[config.mk]
export PLATFORM = sky130hd
export DESIGN_NAME = nrzi_decoder
export DESIGN_NICKNAME = d
export VERILOG_FILES = /design/src/rtl/usb_phy_pkg.sv /design/src/rtl/bit_unstuffer.sv /design/src/rtl/nrzi_decoder.sv
export SDC_FILE = /design/constraint.sdc
export NUM_CORES = 1
export LEC_CHECK = 0
export ABC_CLOCK_PERIOD_IN_PS = 3000
export BUFFER_PORTS_ARGS = -buffer_cell sky130_fd_sc_hd__buf_2
export CORE_AREA = 3 3 40 42
export CTS_BUF_LIST = sky130_fd_sc_hd__clkbuf_2
export DETAILED_ROUTE_END_ITERATION = 6
export DIE_AREA = 0 0 43 45
export HOLD_SLACK_MARGIN = 0.1
export MAX_ROUTING_LAYER = met4
export SETUP_SLACK_MARGIN = 0.4
export SLEW_MARGIN = 20
export SYNTH_ARGS = -nofsm -noshare
export SYNTH_HDL_FRONTEND = slang
export SYNTH_HIERARCHICAL = 1
export SYNTH_SLANG_ARGS = --single-unit
export TNS_END_PERCENT = 1
[constraint.sdc]
create_clock -name i_clk -period 3 [get_ports i_clk]
set_input_delay 0.6 -clock i_clk [delete_from_list [all_inputs] [get_ports i_clk]]
set_output_delay 0.6 -clock i_clk [all_outputs]
set_load 0.01 [all_outputs]
[src/rtl/usb_phy_pkg.sv]
// Shared USB PHY definitions used by both the NRZI transmit and receive paths.
// Holds the unstuffer FSM encoding, the bit-stuff run length and line levels.
package usb_phy_pkg;

  typedef enum logic [1:0] {
    ST_IDLE = 2'd0,
    ST_RUN  = 2'd1,
    ST_ERR  = 2'd2
  } state_t;

  localparam int   USB_STUFF_LEN = 6;
  localparam logic USB_J_LEVEL   = 1'b1;
  localparam logic USB_K_LEVEL   = 1'b0;

endpackage

[src/rtl/bit_unstuffer.sv]
// Drops stuffed bits from the decoded NRZ stream, flags stuff violations and SE0.
// Owns the run-length counter and the IDLE/RUN/ERR FSM; all outputs registered, 1-cycle latency.
module bit_unstuffer
  import usb_phy_pkg::*;
#(
  parameter int STUFF_LEN = USB_STUFF_LEN
) (
  input  logic i_clk,
  input  logic i_rst,
  input  logic i_dec,
  input  logic i_valid,
  input  logic i_se0,
  output logic o_data,
  output logic o_valid,
  output logic o_stuff_err,
  output logic o_eop,
  output logic o_active
);

  localparam int CNT_W = $clog2(STUFF_LEN + 1);
  localparam logic [CNT_W-1:0] CNT_MAX = CNT_W'(STUFF_LEN);

  state_t           r_state;
  state_t           w_state_nxt;
  logic [CNT_W-1:0] r_ones_cnt;
  logic [CNT_W-1:0] w_ones_cnt_nxt;
  logic             r_data, w_data_nxt;
  logic             r_valid, w_valid_nxt;
  logic             r_stuff_err, w_stuff_err_nxt;
  logic             r_eop, w_eop_nxt;
  logic             r_active;
  logic             w_stuff_slot;

  assign w_stuff_slot = (r_ones_cnt == CNT_MAX);

  always_ff @(posedge i_clk) begin
    if (i_rst) begin
      r_state     <= ST_IDLE;
      r_ones_cnt  <= '0;
      r_data      <= 1'b0;
      r_valid     <= 1'b0;
      r_stuff_err <= 1'b0;
      r_eop       <= 1'b0;
      r_active    <= 1'b0;
    end else begin
      r_state     <= w_state_nxt;
      r_ones_cnt  <= w_ones_cnt_nxt;
      r_data      <= w_data_nxt;
      r_valid     <= w_valid_nxt;
      r_stuff_err <= w_stuff_err_nxt;
      r_eop       <= w_eop_nxt;
      r_active    <= (w_state_nxt == ST_RUN);
    end
  end

  always_comb begin
    w_state_nxt = r_state;
    if (i_valid) begin
      if (i_se0) begin
        w_state_nxt = ST_IDLE;
      end else begin
        unique case (r_state)
          ST_IDLE, ST_RUN: w_state_nxt = (w_stuff_slot && i_dec) ? ST_ERR : ST_RUN;
          ST_ERR:          w_state_nxt = ST_ERR;
          default:         w_state_nxt = ST_IDLE;
        endcase
      end
    end
  end

  // IDLE decodes its first bit exactly like RUN so the packet's first bit is not lost.
  always_comb begin
    w_ones_cnt_nxt  = r_ones_cnt;
    w_data_nxt      = r_data;
    w_valid_nxt     = 1'b0;
    w_stuff_err_nxt = 1'b0;
    w_eop_nxt       = 1'b0;
    if (i_valid) begin
      if (i_se0) begin
        w_eop_nxt      = 1'b1;
        w_ones_cnt_nxt = '0;
      end else if (r_state != ST_ERR) begin
        if (!w_stuff_slot) begin
          w_data_nxt     = i_dec;
          w_valid_nxt    = 1'b1;
          w_ones_cnt_nxt = i_dec ? (r_ones_cnt + CNT_W'(1)) : '0;
        end else begin
          w_stuff_err_nxt = i_dec;
          w_ones_cnt_nxt  = '0;
        end
      end
    end
  end

  assign o_data      = r_data;
  assign o_valid     = r_valid;
  assign o_stuff_err = r_stuff_err;
  assign o_eop       = r_eop;
  assign o_active    = r_active;

endmodule

[src/rtl/nrzi_decoder.sv]
// USB receive NRZI decoder: tracks the previous line level and XNOR-decodes to NRZ,
// then hands the decoded bit to the unstuffer. One-cycle registered latency, no backpressure.
module nrzi_decoder
  import usb_phy_pkg::*;
#(
  parameter logic IDLE_LEVEL = USB_J_LEVEL,
  parameter int   STUFF_LEN  = USB_STUFF_LEN
) (
  input  logic i_clk,
  input  logic i_rst,
  input  logic i_data,
  input  logic i_valid,
  input  logic i_se0,
  output logic o_data,
  output logic o_valid,
  output logic o_stuff_err,
  output logic o_eop,
  output logic o_active
);

  logic r_prev_line;
  logic w_dec;

  assign w_dec = ~(i_data ^ r_prev_line);

  // Line history keeps tracking in ERR so a later packet decodes correctly; SE0 restores J.
  always_ff @(posedge i_clk) begin
    if (i_rst) begin
      r_prev_line <= IDLE_LEVEL;
    end else if (i_valid) begin
      r_prev_line <= i_se0 ? IDLE_LEVEL : i_data;
    end
  end

  bit_unstuffer #(
    .STUFF_LEN (STUFF_LEN)
  ) u_unstuffer (
    .i_clk       (i_clk),
    .i_rst       (i_rst),
    .i_dec       (w_dec),
    .i_valid     (i_valid),
    .i_se0       (i_se0),
    .o_data      (o_data),
    .o_valid     (o_valid),
    .o_stuff_err (o_stuff_err),
    .o_eop       (o_eop),
    .o_active    (o_active)
  );

endmodule

# --- Yosys cells after proc, flatten, opt, wreduce, memory -nomap -nowiden ---
# Index checks and enable logic that the tools add are counted.
word_totals:
  wordCells: 40
  ff_bits: 11
  out_inout_bits: 5
  inputBits: 5
classes:
  addsub: 1
  reduce_logical: 9
  n_mux: 11
  n_bitwise: 6
  n_eq_ne: 5
op_table:
  columns: ["op", "n"]
  rows:
  - ["two-way mux 3 bit", 4]
  - ["two-way mux 2 bit", 3]
  - ["NOT 1 bit", 5]
  - ["OR reduction 5 bit", 1]
  - ["equality test 2 x 1 -> 1 bit, second input constant", 2]
  - ["one-hot mux 2 bit (2 select lines)", 1]
  - ["AND reduction 4 bit", 1]
  - ["OR reduction 2 bit", 2]
  - ["OR reduction 4 bit", 1]
  - ["adder 3 x 1 -> 3 bit, second input constant", 1]
  - ["equality test 3 bit, second input constant", 1]
  - ["two-way mux 1 bit", 3]
  - ["equality test 2 bit, second input constant", 1]
  - ["zero test 2 bit", 1]
  - ["inequality test 2 bit, second input constant", 1]
  - ["AND reduction 2 bit", 1]
  - ["nonzero test 2 bit", 1]
  - ["logical AND 1 bit", 1]
  - ["XOR 1 bit", 1]

# --- Longest topological paths before layout ---
logic_depth:
  depth_word: 8
  mapped_depth: 5
  ltp_nobuf: 5

# --- Cells and area by module ---
# The synthesis kept the hierarchy.
modules_own_cells:
  columns: ["mod", "area_each_um2", "cells_each", "instances", "seq_area_each_um2"]
  rows:
  - ["bit_unstuffer", 452.9, 49, 1, 200.2]
  - ["nrzi_decoder", 52.6, 5, 1, 20.0]

# --- Worst setup path before layout ---
# No wires, ideal clock.
synth_timing:
  path_type: "input-to-reg"
  startpoint: "input i_data"
  endpoint: "register u_unstuffer.r_ones_cnt[1]"
  slack_ns: 1.247
  required_ns: 2.929
  path_buffers: 0
  arrival_ns: 1.682
  setup_time_ns: 0.071
  cell_stages: 4
  path_cell_list: "xnor2_1 -> or3b_1 -> or4_1 -> a21oi_1"
synth_via:
  elab_chain_cells: 5
synth_rtl:
  columns: ["element", "line_no", "rtl"]
  rows:
  - ["from (decl)", "nrzi_decoder.sv:11", "input logic i_data,"]
  - ["XOR 1 bit", "nrzi_decoder.sv:24", "assign w_dec = ~(i_data ^ r_prev_line);"]
  - ["two-way mux 3 bit", "bit_unstuffer.sv:86", "w_ones_cnt_nxt = i_dec ? (r_ones_cnt + CNT_W'(1)) : '0;"]
  - ["two-way mux 3 bit", "bit_unstuffer.sv:83", "if (!w_stuff_slot) begin"]
  - ["two-way mux 3 bit", "bit_unstuffer.sv:82", "end else if (r_state != ST_ERR) begin"]
  - ["two-way mux 3 bit", "bit_unstuffer.sv:79", "if (i_se0) begin"]
  - ["to (signal assigned)", "bit_unstuffer.sv:47", "r_ones_cnt <= w_ones_cnt_nxt;"]
  - ["to (decl)", "bit_unstuffer.sv:25", "logic [CNT_W-1:0] r_ones_cnt;"]
# No other way between the ends. The select of a mux whose other input is x is not followed.
# A chain may end at the register's enable or synchronous reset.

# --- Final worst setup path ---
# Same ends and word-level chain as after synthesis.

==> flow_summary.yaml <==
final_layout:
  n_antenna_cell: 0
  nets: 74
  nFillCells: 135
  layout.cells.non_filler: 81
  final_cell_mix: "dfxtp_1 (11), buf_2 (9), a21oi_1 (5), nand2_1 (5), clkbuf_2 (4)"
  area_growth_syn_to_layout_pct: 15.84
  utilization_pct: 45.57
  drive_above_1_share_pct: 25.76
  layout_commonest_cell: "dfxtp_1"
  final_cell_area_um2: 585.6
power:
  leakage_nw: 0.2335
  finalPower_w: 0.0002594
  power_density_nw_per_um2: 443.1
  ir_worst_vdd_v: 0.0002012
floorplanning:
  dieWidth_um: 43
  fp.dieH_um: 45
  start_util_pct: 39.34
  die-area_um2: 1935
  core_um2: 1285
  rows: 13
  ios: 10
logic_synthesis:
  synth_cell_types: 27
  yosysTopAreaCellShare_pct: 43.56
  yosys.area.top_type: "dfxtp_1"
  seq_area_frac_synth_pct: 43.56
  synth_area_leaders: "dfxtp_1 (44%), a21oi_1 (5.0%), ha_1 (5.0%), or4_1 (4.5%), nand2_1 (3.7%)"
  avgSynthCellArea_um2: 9.361
  ys.warnings.count: 6
  syn-num-nets: 61
  syn_inst: 54
  ys_seq_elements: 11
  synth_area_um2: 505.5
critical_path:
  critical_path_class: "in -> reg"
  worst_setup_path_end_kind: "flip-flop"
  crit_family: "simple AND/OR/NAND/NOR gates"
  startpoint: "i_data"
  cp_num_cells: 5
  cp-start-kind: "input port"
  cp_max_fo: 5
  rr_worst_depth: 5
  crit_arrival_ns: 1.89
  worstPathRequired_ns: 3.19
  crit_buf_inv: 1
  slowest_stage: "or4_1"
  worstPathCellList: "buf_2 > xnor2_1 > or3b_1 > or4_1 > a21oi_1"
  max_stage_delay_ns: 0.40
  reg2reg_from: "u_unstuffer/r_ones_cnt[0]$_SDFFE_PP0P_"
global_route:
  grt_pass1_vias: 345
  grt_max_degree: 14
  antenna_found_initial: 0
  grt_use_total_pct: 10.90
  grt_pass1_wl_mm: 1.483
  grt_overflow: 0
placed_design:
  placed_area_um2: 565.5
  hpwlAfterDp_um: 682.8
  place.gp.congestion: 0.7993
  place_inst: 77
  portBuffers: 9
detailed_routing:
  drtAntennaViolNets: 0
  drt-total-wl_um: 904
  drc: 0
  drtIter0Drc: 20
  vias: 409
  drt_pass1_iterations: 4
  avgViaCountPerCell: 5.049
  wl_per_cell_um: 11.16
clock_network:
  clk_path_buf_depth: 2
  cts_max_level: 1
  clk_pin_slew_ns: 0.10
  clock_sinks: 11
  post_cts_buffers: 0
  hold_buffers: 0
  numCtsBuffers: 3
  clk_latency_ns: 0.25
  postCtsResizedCells: 0
  tritoncts: "done"
  cts_root_buf: "clkbuf_2"
sta:
  worst_pin_slew_ns: 0.4998
  period_share_pct: 56.84
  rsz0062_at_grt: "no"
  tns_ns: 0
  max_freq_mhz: 586.4
  final.setup_skew_ns: 0.004078
  setup_viol: 0
  min_period_ns: 1.705
  timing.slew.headroom_pct: 66.61
  hold_viol: 0
  slew_violations: 0
min_path:
  hp-class: "reg -> reg"
  holdPathStages: 2
  hp-start: "u_unstuffer/o_data$_SDFFE_PP0P_"
job:
  maxCapViolations: 0
run_status:
  outcome: "finished, final reports clean"
## cell usage after synthesis (all sizes together)
| master | instances |
|---|---|
| nand3 | 1 |
| a211oi | 1 |
| clkbuf | 1 |
| nor4 | 2 |
| or3b | 1 |
| dfxtp | 11 |
| and2b | 1 |
| nor2b | 2 |
| a31oi | 1 |
| nor4b | 2 |
| and2 | 1 |
| nor3 | 1 |
| nand2 | 5 |
| o21ai | 3 |
| xnor2 | 1 |
| nor3b | 1 |
| o31ai | 2 |
| inv | 2 |
| ha | 2 |
| a21oi | 5 |
| or4b | 1 |
| nor2 | 2 |
| nand2b | 1 |
| nand3b | 1 |
| or4 | 3 |
## worst reg2reg max path: cells and delay by family, from the launching register on
family / cells / cell delay (ns)
compound gates: 1 / 0.14
fa+ha+maj: 1 / 0.28
flops: 1 / 0.41
simple gates: 2 / 0.73
buf+inv: 1 / 0.06
## routing by layer
| metal | GRT usage, % | share of wire (%) |
|---|---|---|
| met1 | 13.29 | 50 |
| met2 | 14.37 | 44 |
| met3 | 3.586 | 4.5 |
| met4 | 9.036 | 1.1 |
| met5 | - | 0 |
## power by group
| part | switching (W) | internal [W] | leakage, nW |
|---|---|---|---|
| Clock | 0.0000458 | 0.0000354 | 0.0166 |
| Combinational | 0.0000141 | 0.0000113 | 0.127 |
| Sequential | 0.00000247 | 0.000150 | 0.0897 |
## final timing paths
kind	endpoint	slack, ns
hold / removal	u_unstuffer/o_data$_SDFFE_PP0P_	0.48
setup / recovery	u_unstuffer/r_ones_cnt[1]$_SDFFE_PP0P_	1.29
hold reg to reg	u_unstuffer/o_data$_SDFFE_PP0P_	0.48
setup reg to reg	u_unstuffer/r_ones_cnt[1]$_SDFFE_PP0P_	1.32
## layout make-up
| type | instances | area [µm²] | area share, % |
|---|---|---|---|
| clock buffers | 4 | 20.02 | 3.419 |
| inverters | 2 | 7.507 | 1.282 |
| multi-input cells | 40 | 274.0 | 46.79 |
| repair buffers | 9 | 45.04 | 7.692 |
| well taps | 15 | 18.77 | 3.205 |
| flip-flops and latches | 11 | 220.2 | 37.61 |
## sequential cells by signal, summed over array words and instances (netlist names)
name	flops
u_unstuffer/o_stuff_err	1
u_unstuffer/o_eop	1
u_unstuffer/o_data	1
u_unstuffer/o_active	1
u_unstuffer/r_ones_cnt	3
r_prev_line	1
u_unstuffer/r_state	2
u_unstuffer/o_valid	1
## per-stage QoR
stage,setup slack (ns),hold slack [ns]
6_report,1.295,0.4817
5_1_grt,1.237,0.5020
4_1_cts,1.314,0.4796
3_5_place_dp,1.024,0.4607
3_3_place_gp,1.058,0.4580
2_1_floorplan,1.247,0.4579
## logic make-up (layout without fill, tap and decap cells)
logic type,Yosys count,count (layout),share of synthesized area [%]
adders and majority gates,2,2,4.950
buffers and inverters,3,15,2.228
DFF,11,11,43.56
and+or+nand+nor,25,25,32.92
xor gates and xnor gates,1,1,1.733
AOI/OAI and AO/OA,12,12,14.60
Note: power is estimated with default switching activity, not from simulation.
